## src/rtl/mdu_iter_if.sv

```systemverilog
// mdu_iter_if: request/response bundle between the core execute stage and mdu_iter.
//
//   start   core -> mdu  request, accepted only while busy is low
//   funct3  core -> mdu  operation select (RV32M encoding), sampled with start
//   op_a    core -> mdu  rs1 value (multiplicand / dividend), sampled with start
//   op_b    core -> mdu  rs2 value (multiplier / divisor), sampled with start
//   flush   core -> mdu  abort of the in-flight operation
//   busy    mdu -> core  operation in flight, stage must hold
//   done    mdu -> core  one-cycle pulse, result valid
//   result  mdu -> core  registered result, held until the next done
interface mdu_iter_if #(
    parameter int unsigned XLEN = 32
);
    logic            start;
    logic [2:0]      funct3;
    logic [XLEN-1:0] op_a;
    logic [XLEN-1:0] op_b;
    logic            flush;
    logic            busy;
    logic            done;
    logic [XLEN-1:0] result;

    modport master (
        output start, funct3, op_a, op_b, flush,
        input  busy, done, result
    );

    modport slave (
        input  start, funct3, op_a, op_b, flush,
        output busy, done, result
    );
endinterface

```

## src/rtl/mdu_iter.sv

```systemverilog
// mdu_iter: iterative RV32M multiply/divide unit for the execute stage.
//
// One operation in flight at a time. Multiply is radix-2 shift-add on a 2*XLEN product
// (acc:lo), divide is restoring division with the quotient shifted into lo and the
// remainder kept in acc. Both take XLEN CALC cycles; total latency from the accepting
// edge to done is XLEN+1 cycles.
//
// Ports:
//   clk  core clock, rising edge
//   rst  synchronous active-high reset (priority over flush and start)
//   bus  mdu_iter_if.slave: start/funct3/op_a/op_b/flush in, busy/done/result out
//
// Build option:
//   MDU_EARLY_OUT_EN  when defined, divide-by-zero, signed divide overflow and multiply by
//                     zero skip CALC and go straight to DONE (done one cycle after start,
//                     busy never asserted). Results are identical in both builds.
module mdu_iter #(
    parameter int unsigned XLEN = 32
) (
    input logic       clk,
    input logic       rst,
    mdu_iter_if.slave bus
);

    localparam int unsigned CntW = $clog2(XLEN);
    localparam logic [XLEN-1:0] MinNeg = {1'b1, {(XLEN-1){1'b0}}};

    typedef enum logic [1:0] {StIdle, StCalc, StDone} state_e;

    state_e state_q, state_d;

    logic [CntW-1:0] cnt_q;
    logic [2:0]      op_q;
    logic            neg_q;       // quotient / product sign
    logic            sa_q;        // dividend sign, i.e. remainder sign
    logic            div_zero_q;
    logic [XLEN-1:0] addend_q;    // multiplicand for MUL*, divisor for DIV*
    logic [XLEN-1:0] acc_q;       // product high half / partial remainder
    logic [XLEN-1:0] lo_q;        // multiplier bits / dividend bits -> quotient
    logic [XLEN-1:0] result_q, result_d;

    logic busy, done;
    logic accept, calc_last, early_hit;

    // ---------------------------------------------------------------------------------
    // Operand decode at issue time
    // ---------------------------------------------------------------------------------
    logic            a_signed, b_signed, sa, sb;
    logic [XLEN-1:0] a_mag, b_mag;

    always_comb begin
        a_signed = 1'b0;
        b_signed = 1'b0;
        unique case (bus.funct3)
            3'd0, 3'd1, 3'd4, 3'd6: begin
                a_signed = 1'b1;
                b_signed = 1'b1;
            end
            3'd2:    a_signed = 1'b1;
            default: ;
        endcase
        sa    = a_signed & bus.op_a[XLEN-1];
        sb    = b_signed & bus.op_b[XLEN-1];
        a_mag = sa ? -bus.op_a : bus.op_a;
        b_mag = sb ? -bus.op_b : bus.op_b;
    end

    // A flush in the same cycle drops the start.
    assign accept    = bus.start && !bus.flush && (state_q != StCalc);
    assign calc_last = (state_q == StCalc) && !bus.flush && (cnt_q == '0);

    // ---------------------------------------------------------------------------------
    // Early-out detection
    // ---------------------------------------------------------------------------------
`ifdef MDU_EARLY_OUT_EN
    logic [XLEN-1:0] early_res;
    logic            in_div0, in_ovf, in_mulz;

    always_comb begin
        in_div0   = bus.funct3[2] && (bus.op_b == '0);
        in_ovf    = bus.funct3[2] && !bus.funct3[0] && (bus.op_a == MinNeg) &&
                    (bus.op_b == '1);
        in_mulz   = !bus.funct3[2] && ((bus.op_a == '0) || (bus.op_b == '0));
        early_hit = in_div0 || in_ovf || in_mulz;
        early_res = '0;
        if (in_div0) begin
            early_res = bus.funct3[1] ? bus.op_a : '1;
        end else if (in_ovf) begin
            early_res = bus.funct3[1] ? '0 : bus.op_a;
        end
    end
`else
    assign early_hit = 1'b0;
`endif

    // ---------------------------------------------------------------------------------
    // FSM
    // ---------------------------------------------------------------------------------
    always_ff @(posedge clk) begin
        if (rst) begin
            state_q <= StIdle;
        end else begin
            state_q <= state_d;
        end
    end

    always_comb begin
        state_d = state_q;
        unique case (state_q)
            StIdle: begin
                if (accept) state_d = early_hit ? StDone : StCalc;
            end
            StCalc: begin
                if (bus.flush)          state_d = StIdle;
                else if (cnt_q == '0)   state_d = StDone;
            end
            StDone: begin
                if (accept) state_d = early_hit ? StDone : StCalc;
                else        state_d = StIdle;
            end
            default: state_d = StIdle;
        endcase
    end

    always_comb begin
        busy = 1'b0;
        done = 1'b0;
        unique case (state_q)
            StCalc:  busy = 1'b1;
            StDone:  done = 1'b1;
            default: ;
        endcase
    end

    assign bus.busy   = busy;
    assign bus.done   = done;
    assign bus.result = result_q;

    // ---------------------------------------------------------------------------------
    // One iteration step
    // ---------------------------------------------------------------------------------
    logic [XLEN:0]   mul_sum;
    logic [XLEN:0]   div_shift;   // (XLEN+1)-bit partial remainder
    logic [XLEN:0]   div_diff;
    logic [XLEN-1:0] acc_nx, lo_nx;

    always_comb begin
        mul_sum   = {1'b0, acc_q} + {1'b0, addend_q & {XLEN{lo_q[0]}}};
        div_shift = {acc_q, lo_q[XLEN-1]};
        div_diff  = div_shift - {1'b0, addend_q};
        if (op_q[2]) begin
            // Remainder stays below the divisor, so the sign bit of the difference is the
            // borrow; with a zero divisor the shifted value never reaches bit XLEN.
            if (div_diff[XLEN]) begin
                acc_nx = div_shift[XLEN-1:0];
                lo_nx  = {lo_q[XLEN-2:0], 1'b0};
            end else begin
                acc_nx = div_diff[XLEN-1:0];
                lo_nx  = {lo_q[XLEN-2:0], 1'b1};
            end
        end else begin
            acc_nx = mul_sum[XLEN:1];
            lo_nx  = {mul_sum[0], lo_q[XLEN-1:1]};
        end
    end

    // ---------------------------------------------------------------------------------
    // Final result, taken from the last step's outputs so it lands on the DONE edge
    // ---------------------------------------------------------------------------------
    logic [2*XLEN-1:0] prod, prod_s;
    logic [XLEN-1:0]   quot_s, rem_s, final_res;

    always_comb begin
        prod   = {acc_nx, lo_nx};
        prod_s = neg_q ? -prod : prod;
        // Zero divisor: the natural path already yields remainder = op_a, only the
        // quotient needs forcing. Signed overflow falls out naturally.
        quot_s = div_zero_q ? '1 : (neg_q ? -lo_nx : lo_nx);
        rem_s  = sa_q ? -acc_nx : acc_nx;
        unique case (op_q)
            3'd0:             final_res = prod_s[XLEN-1:0];
            3'd1, 3'd2, 3'd3: final_res = prod_s[2*XLEN-1:XLEN];
            3'd4, 3'd5:       final_res = quot_s;
            default:          final_res = rem_s;
        endcase
    end

    always_comb begin
        result_d = result_q;
        if (calc_last) result_d = final_res;
`ifdef MDU_EARLY_OUT_EN
        if (accept && early_hit) result_d = early_res;
`endif
    end

    // ---------------------------------------------------------------------------------
    // Datapath registers
    // ---------------------------------------------------------------------------------
    always_ff @(posedge clk) begin
        if (rst) begin
            cnt_q      <= '0;
            op_q       <= '0;
            neg_q      <= 1'b0;
            sa_q       <= 1'b0;
            div_zero_q <= 1'b0;
            addend_q   <= '0;
            acc_q      <= '0;
            lo_q       <= '0;
            result_q   <= '0;
        end else begin
            if (accept) begin
                op_q       <= bus.funct3;
                neg_q      <= sa ^ sb;
                sa_q       <= sa;
                div_zero_q <= bus.funct3[2] && (bus.op_b == '0);
                cnt_q      <= CntW'(XLEN - 1);
                acc_q      <= '0;
                if (bus.funct3[2]) begin
                    addend_q <= b_mag;
                    lo_q     <= a_mag;
                end else begin
                    addend_q <= a_mag;
                    lo_q     <= b_mag;
                end
            end else if (state_q == StCalc) begin
                acc_q <= acc_nx;
                lo_q  <= lo_nx;
                cnt_q <= cnt_q - CntW'(1);
            end
            result_q <= result_d;
        end
    end

endmodule

```

## src/flat_wrapper.sv

```systemverilog
// flat-port wrapper written by rule: the top's interface ports become plain ports
module mdu_iter_flat 
#(
    parameter int unsigned XLEN = 32
)
  (clk, rst, bus_start, bus_funct3, bus_op_a, bus_op_b, bus_flush, bus_busy, bus_done, bus_result);
  mdu_iter_if #(.XLEN(XLEN)) bus_i ();
  input logic clk;
  input logic rst;
  input wire logic [$bits(bus_i.start)-1:0] bus_start;
  input wire logic [$bits(bus_i.funct3)-1:0] bus_funct3;
  input wire logic [$bits(bus_i.op_a)-1:0] bus_op_a;
  input wire logic [$bits(bus_i.op_b)-1:0] bus_op_b;
  input wire logic [$bits(bus_i.flush)-1:0] bus_flush;
  output wire logic [$bits(bus_i.busy)-1:0] bus_busy;
  output wire logic [$bits(bus_i.done)-1:0] bus_done;
  output wire logic [$bits(bus_i.result)-1:0] bus_result;
  assign bus_i.start = bus_start;
  assign bus_i.funct3 = bus_funct3;
  assign bus_i.op_a = bus_op_a;
  assign bus_i.op_b = bus_op_b;
  assign bus_i.flush = bus_flush;
  assign bus_busy = bus_i.busy;
  assign bus_done = bus_i.done;
  assign bus_result = bus_i.result;
  mdu_iter #(.XLEN(XLEN)) u_core (.clk(clk), .rst(rst), .bus(bus_i));
endmodule
```

## config.mk

```make
export PLATFORM = sky130hd
export DESIGN_NAME = mdu_iter_flat
export DESIGN_NICKNAME = d
export VERILOG_FILES = /design/src/rtl/mdu_iter_if.sv /design/src/rtl/mdu_iter.sv /design/src/flat_wrapper.sv
export SDC_FILE = /design/constraint.sdc
export NUM_CORES = 1
export LEC_CHECK = 0
export CAP_MARGIN = 0
export CORE_ASPECT_RATIO = 1.1
export CORE_MARGIN = 5
export CORE_UTILIZATION = 45
export DETAILED_ROUTE_END_ITERATION = 8
export HOLD_SLACK_MARGIN = 0.12
export SYNTH_ARGS = -nofsm -noshare
export SYNTH_HDL_FRONTEND = slang
export SYNTH_SLANG_ARGS = --single-unit
export TNS_END_PERCENT = 100
```

## constraint.sdc

```tcl
create_clock -name clk -period 6.3 [get_ports clk]
set_input_delay 0.63 -clock clk [delete_from_list [all_inputs] [get_ports clk]]
set_output_delay 0.63 -clock clk [all_outputs]
set_load 0.02 [all_outputs]
```

==> metrics.csv <==
metric;value;unit
Compound-Gate Fraction of Synth Area;30.6;%
status;finished clean;
post-DP HPWL;51300;µm
met1 WL;26900;µm
HP Start;u_core.bus.result[26]$_SDFFE_PP0P_;
root buffer cell;clkbuf_16;
CTS tree;yes;
post-synthesis register bit count;141;
Worst R2R Path Depth;23;
Seq pwr share;28.5;%
H-tree depth;4;
initial drt markers;1901;
achievable frequency;0.169;GHz
internal power;2.02;mW
max cap viols;0;
Max IR drop VDD;0.000212;V
Post-synth top flop;dfxtp_1;
Synth area leaders;dfxtp_1 19%, a21oi_1 6.7%, nand2_1 6.6%;
worst path required time;6.62;ns
largest family of logic cells by synthesized area;compound AO/OA/AOI/OAI gates;
final WL;65600;µm
LEAKAGE;6.55;nW
final hold vios;0;
Synth async-reset ratio;0;%
adder-cell share of the synthesized area;6.07;%
area grow syn2layout;14.5;%
Final ANT Viol Nets;0;
vias in the first global route;16279;
PortBufs;104;
Final Power;3.51;mW
Core Box Area;0.0332;mm²
largest net degree at the start of global routing;89;
terminus of the critical flop-to-flop path;u_core.bus.result[20]$_SDFFE_PP0P_;
clock tree buffer depth;2;
Unique masters post-synth;98;
Vias/cell;6.45;
Slew Limit Fails;0;
sw frac;42.5;%
top cell type's share of synthesized area;18.7;%
Worst slew margin;21.0;%
worst hold path class;flip-flop to flip-flop;
clk_lat worst skew;0.46;ns
routability congestion estimate;1.02;
ant diodes;0;
Post-CTS Hold Buffers;0;
grt ovf;0;
Die H;202;µm
Vias;17256;
unrepaired setup endpoints after global routing;false;
most common cell after layout, fill and taps aside;nand2_1;
CP startpoint kind;flip-flop;
cells after synthesis;2168;
row count;70;
Worst Setup End Kind;flip-flop;
first-pass GRT wire length;97900;µm
measured slew at the worst slew-check pin;1.16;ns
uppermost routed layer;met4;
Tmin final;5.93;ns
skew final;0.0165;ns
post-synth net total;2311;
FF-to-FF Start;u_core.lo_q[31]$_SDFFE_PP0P_;
Comb pwr share;41.4;%
routed wl met2;29100;µm
met3 routed WL;5250;µm
die area;0.0373;mm²
fin nets;2372;
clock share of power;30.2;%
Reg2Reg Setup Slack;0.37;ns
WHS Path Cells;2;
drt wl/cell;24.5;µm
Synth Area in XOR/XNOR;9.11;%
final setup fails;0;
clock buffer count from CTS;17;
drt pass-1 iters;5;
Avg Inst Size Synth;6.96;µm²
critical path arrival;6.24;ns
multiplexer share of the synthesized area;3.11;%
pwr dens;203;mW/mm²
Total GRT Usage;34.0;%
P_sw;1.49;mW
Worst Path Class, Setup;flip-flop to flip-flop;
most frequent cells in the layout;265 x nand2_1, 202 x a21oi_1, 197 x nor2_1, 151 x o21ai_0, 139 x dfxtp_1;
Yosys warning count;0;
layout cells sized above 1;8.47;%
number of flops mapped to enable cells by yosys;0;
Tcrit/Tclk final;94.1;%
worst hold endpoint;u_core.bus.result[26]$_SDFFE_PP0P_;
post-synthesis simple-gate area fraction;26.9;%
io pins;105;
post-synthesis sequential area ratio;18.7;%
netlist area before placement;0.0151;mm²
drt drc;0;
# clock sinks;141;
initial antenna violation count;0;
chip width;185;µm
setup TNS;0;ns
CTS clk-pin slew, worst paths;0.08;ns
Initial Utilization;45.5;%
maximum fanout along the worst path;5;
Yosys top cell by area;dfxtp_1;
## cell type report
cell class	count	area, µm²
Fill cell	3391	15900
Multi-Input combinational cell	1822	11500
Sequential cell	141	2830
Timing Repair Buffer	181	1610
Tap cell	432	541
Clock buffer	17	425
Inverter	66	248
Clock inverter	15	155
## worst max-delay path by stage
stage,start,endpoint,slack [ns]
after floorplan,u_core.lo_q[31]$_SDFFE_PP0P_,u_core.bus.result[20]$_SDFFE_PP0P_,0.50
after global placement,u_core.lo_q[31]$_SDFFE_PP0P_,u_core.bus.result[20]$_SDFFE_PP0P_,0.35
after detailed placement,u_core.lo_q[31]$_SDFFE_PP0P_,u_core.bus.result[20]$_SDFFE_PP0P_,0.19
after CTS,u_core.lo_q[31]$_SDFFE_PP0P_,u_core.bus.result[20]$_SDFFE_PP0P_,0.16
after global routing,u_core.lo_q[31]$_SDFFE_PP0P_,u_core.bus.result[12]$_SDFFE_PP0P_,0.04
final,u_core.lo_q[31]$_SDFFE_PP0P_,u_core.bus.result[20]$_SDFFE_PP0P_,0.37
## metal layers
| layer | track usage, % | up-vias |
|---|---|---|
| met5 | 0 | - |
| met4 | 19.2 | 0 |
| met3 | 5.72 | 184 |
| met2 | 53.3 | 817 |
| met1 | 44.1 | 8180 |
| li1 | - | 8075 |
## metrics by stage
stage / hold WS (ns) / utilization [%] / instances / setup slack, ns / cell area (µm²)
detailed placement: 0.445 / 50.2 / 2640 / 0.189 / 16700
finish: 0.451 / 52.1 / 2674 / 0.372 / 17300
global placement: 0.438 / 50.2 / 2640 / 0.345 / 16700
CTS: 0.454 / 52.0 / 2672 / 0.161 / 17300
floorplan: 0.434 / - / 2168 / 0.498 / 15100
global route: 0.469 / 52.1 / 2674 / 0.0403 / 17300
## cell usage after synthesis, types with 31 or more instances
cell and n:
xor2_1 65, xnor2_1 92, o21ai_0 151, dfxtp_1 141, nor2_1 198, nand2_1 266, and2_1 46, a211oi_1 52
o211ai_1 39, ha_1 70, inv_1 66, nand4_1 32, a21oi_1 202, nand3_1 36, nor3_1 93, a21o_1 31
clkbuf_1 103
## cells by family (layout without fill, tap and decap cells)
family / after synthesis / in the layout
compound gates: 712 / 712
xor+xnor: 157 / 157
fa+ha+maj: 72 / 72
buf+inv: 205 / 279
flops: 141 / 141
mux: 45 / 45
simple gates: 836 / 836
## power groups by stage
stage               clock (mW)  combinational (mW)  sequential (mW)
finish                    1.06                1.45            0.997
CTS                       1.07                1.42            0.994
floorplan                    0               0.939            0.988
detailed placement           0                1.41             1.01
global route              1.10                1.55             1.00
global placement             0                1.40             1.01
## flip-flops by register name, indices dropped and copies added (netlist names)
signal and flops:
u_core.acc_q 32, u_core.addend_q 32, u_core.bus.result 32, u_core.cnt_q 5, u_core.div_zero_q 1, u_core.lo_q 32
u_core.neg_q 1, u_core.op_q 3, u_core.sa_q 1, u_core.state_q 2
## critical path, cell delays in order, from the launching register on
cell,delay (ns)
dfxtp_1,0.38
inv_1,0.08
ha_1,0.22
fa_1,0.40
nand2b_1,0.22
a211oi_1,0.24
nor2_1,0.15
o21ai_4,0.19
and4_4,0.30
o21ai_4,0.07
a31oi_4,0.23
ha_1,0.19
o21ai_1,0.10
or4_4,0.52
or3_4,0.43
or3_1,0.41
or2_1,0.28
nor3_2,0.19
nand4_1,0.22
nor3_2,0.28
nand4_1,0.15
and2_1,0.18
nor4_1,0.27
nor4_1,0.08
## what timing repair did
action                                  in CTS  in global routing
endpoints found under the setup margin       0                  5
buffers inserted                             0                  2
gates resized for setup                      0                  5
No activity file was read; power rests on OpenSTA's default activity.
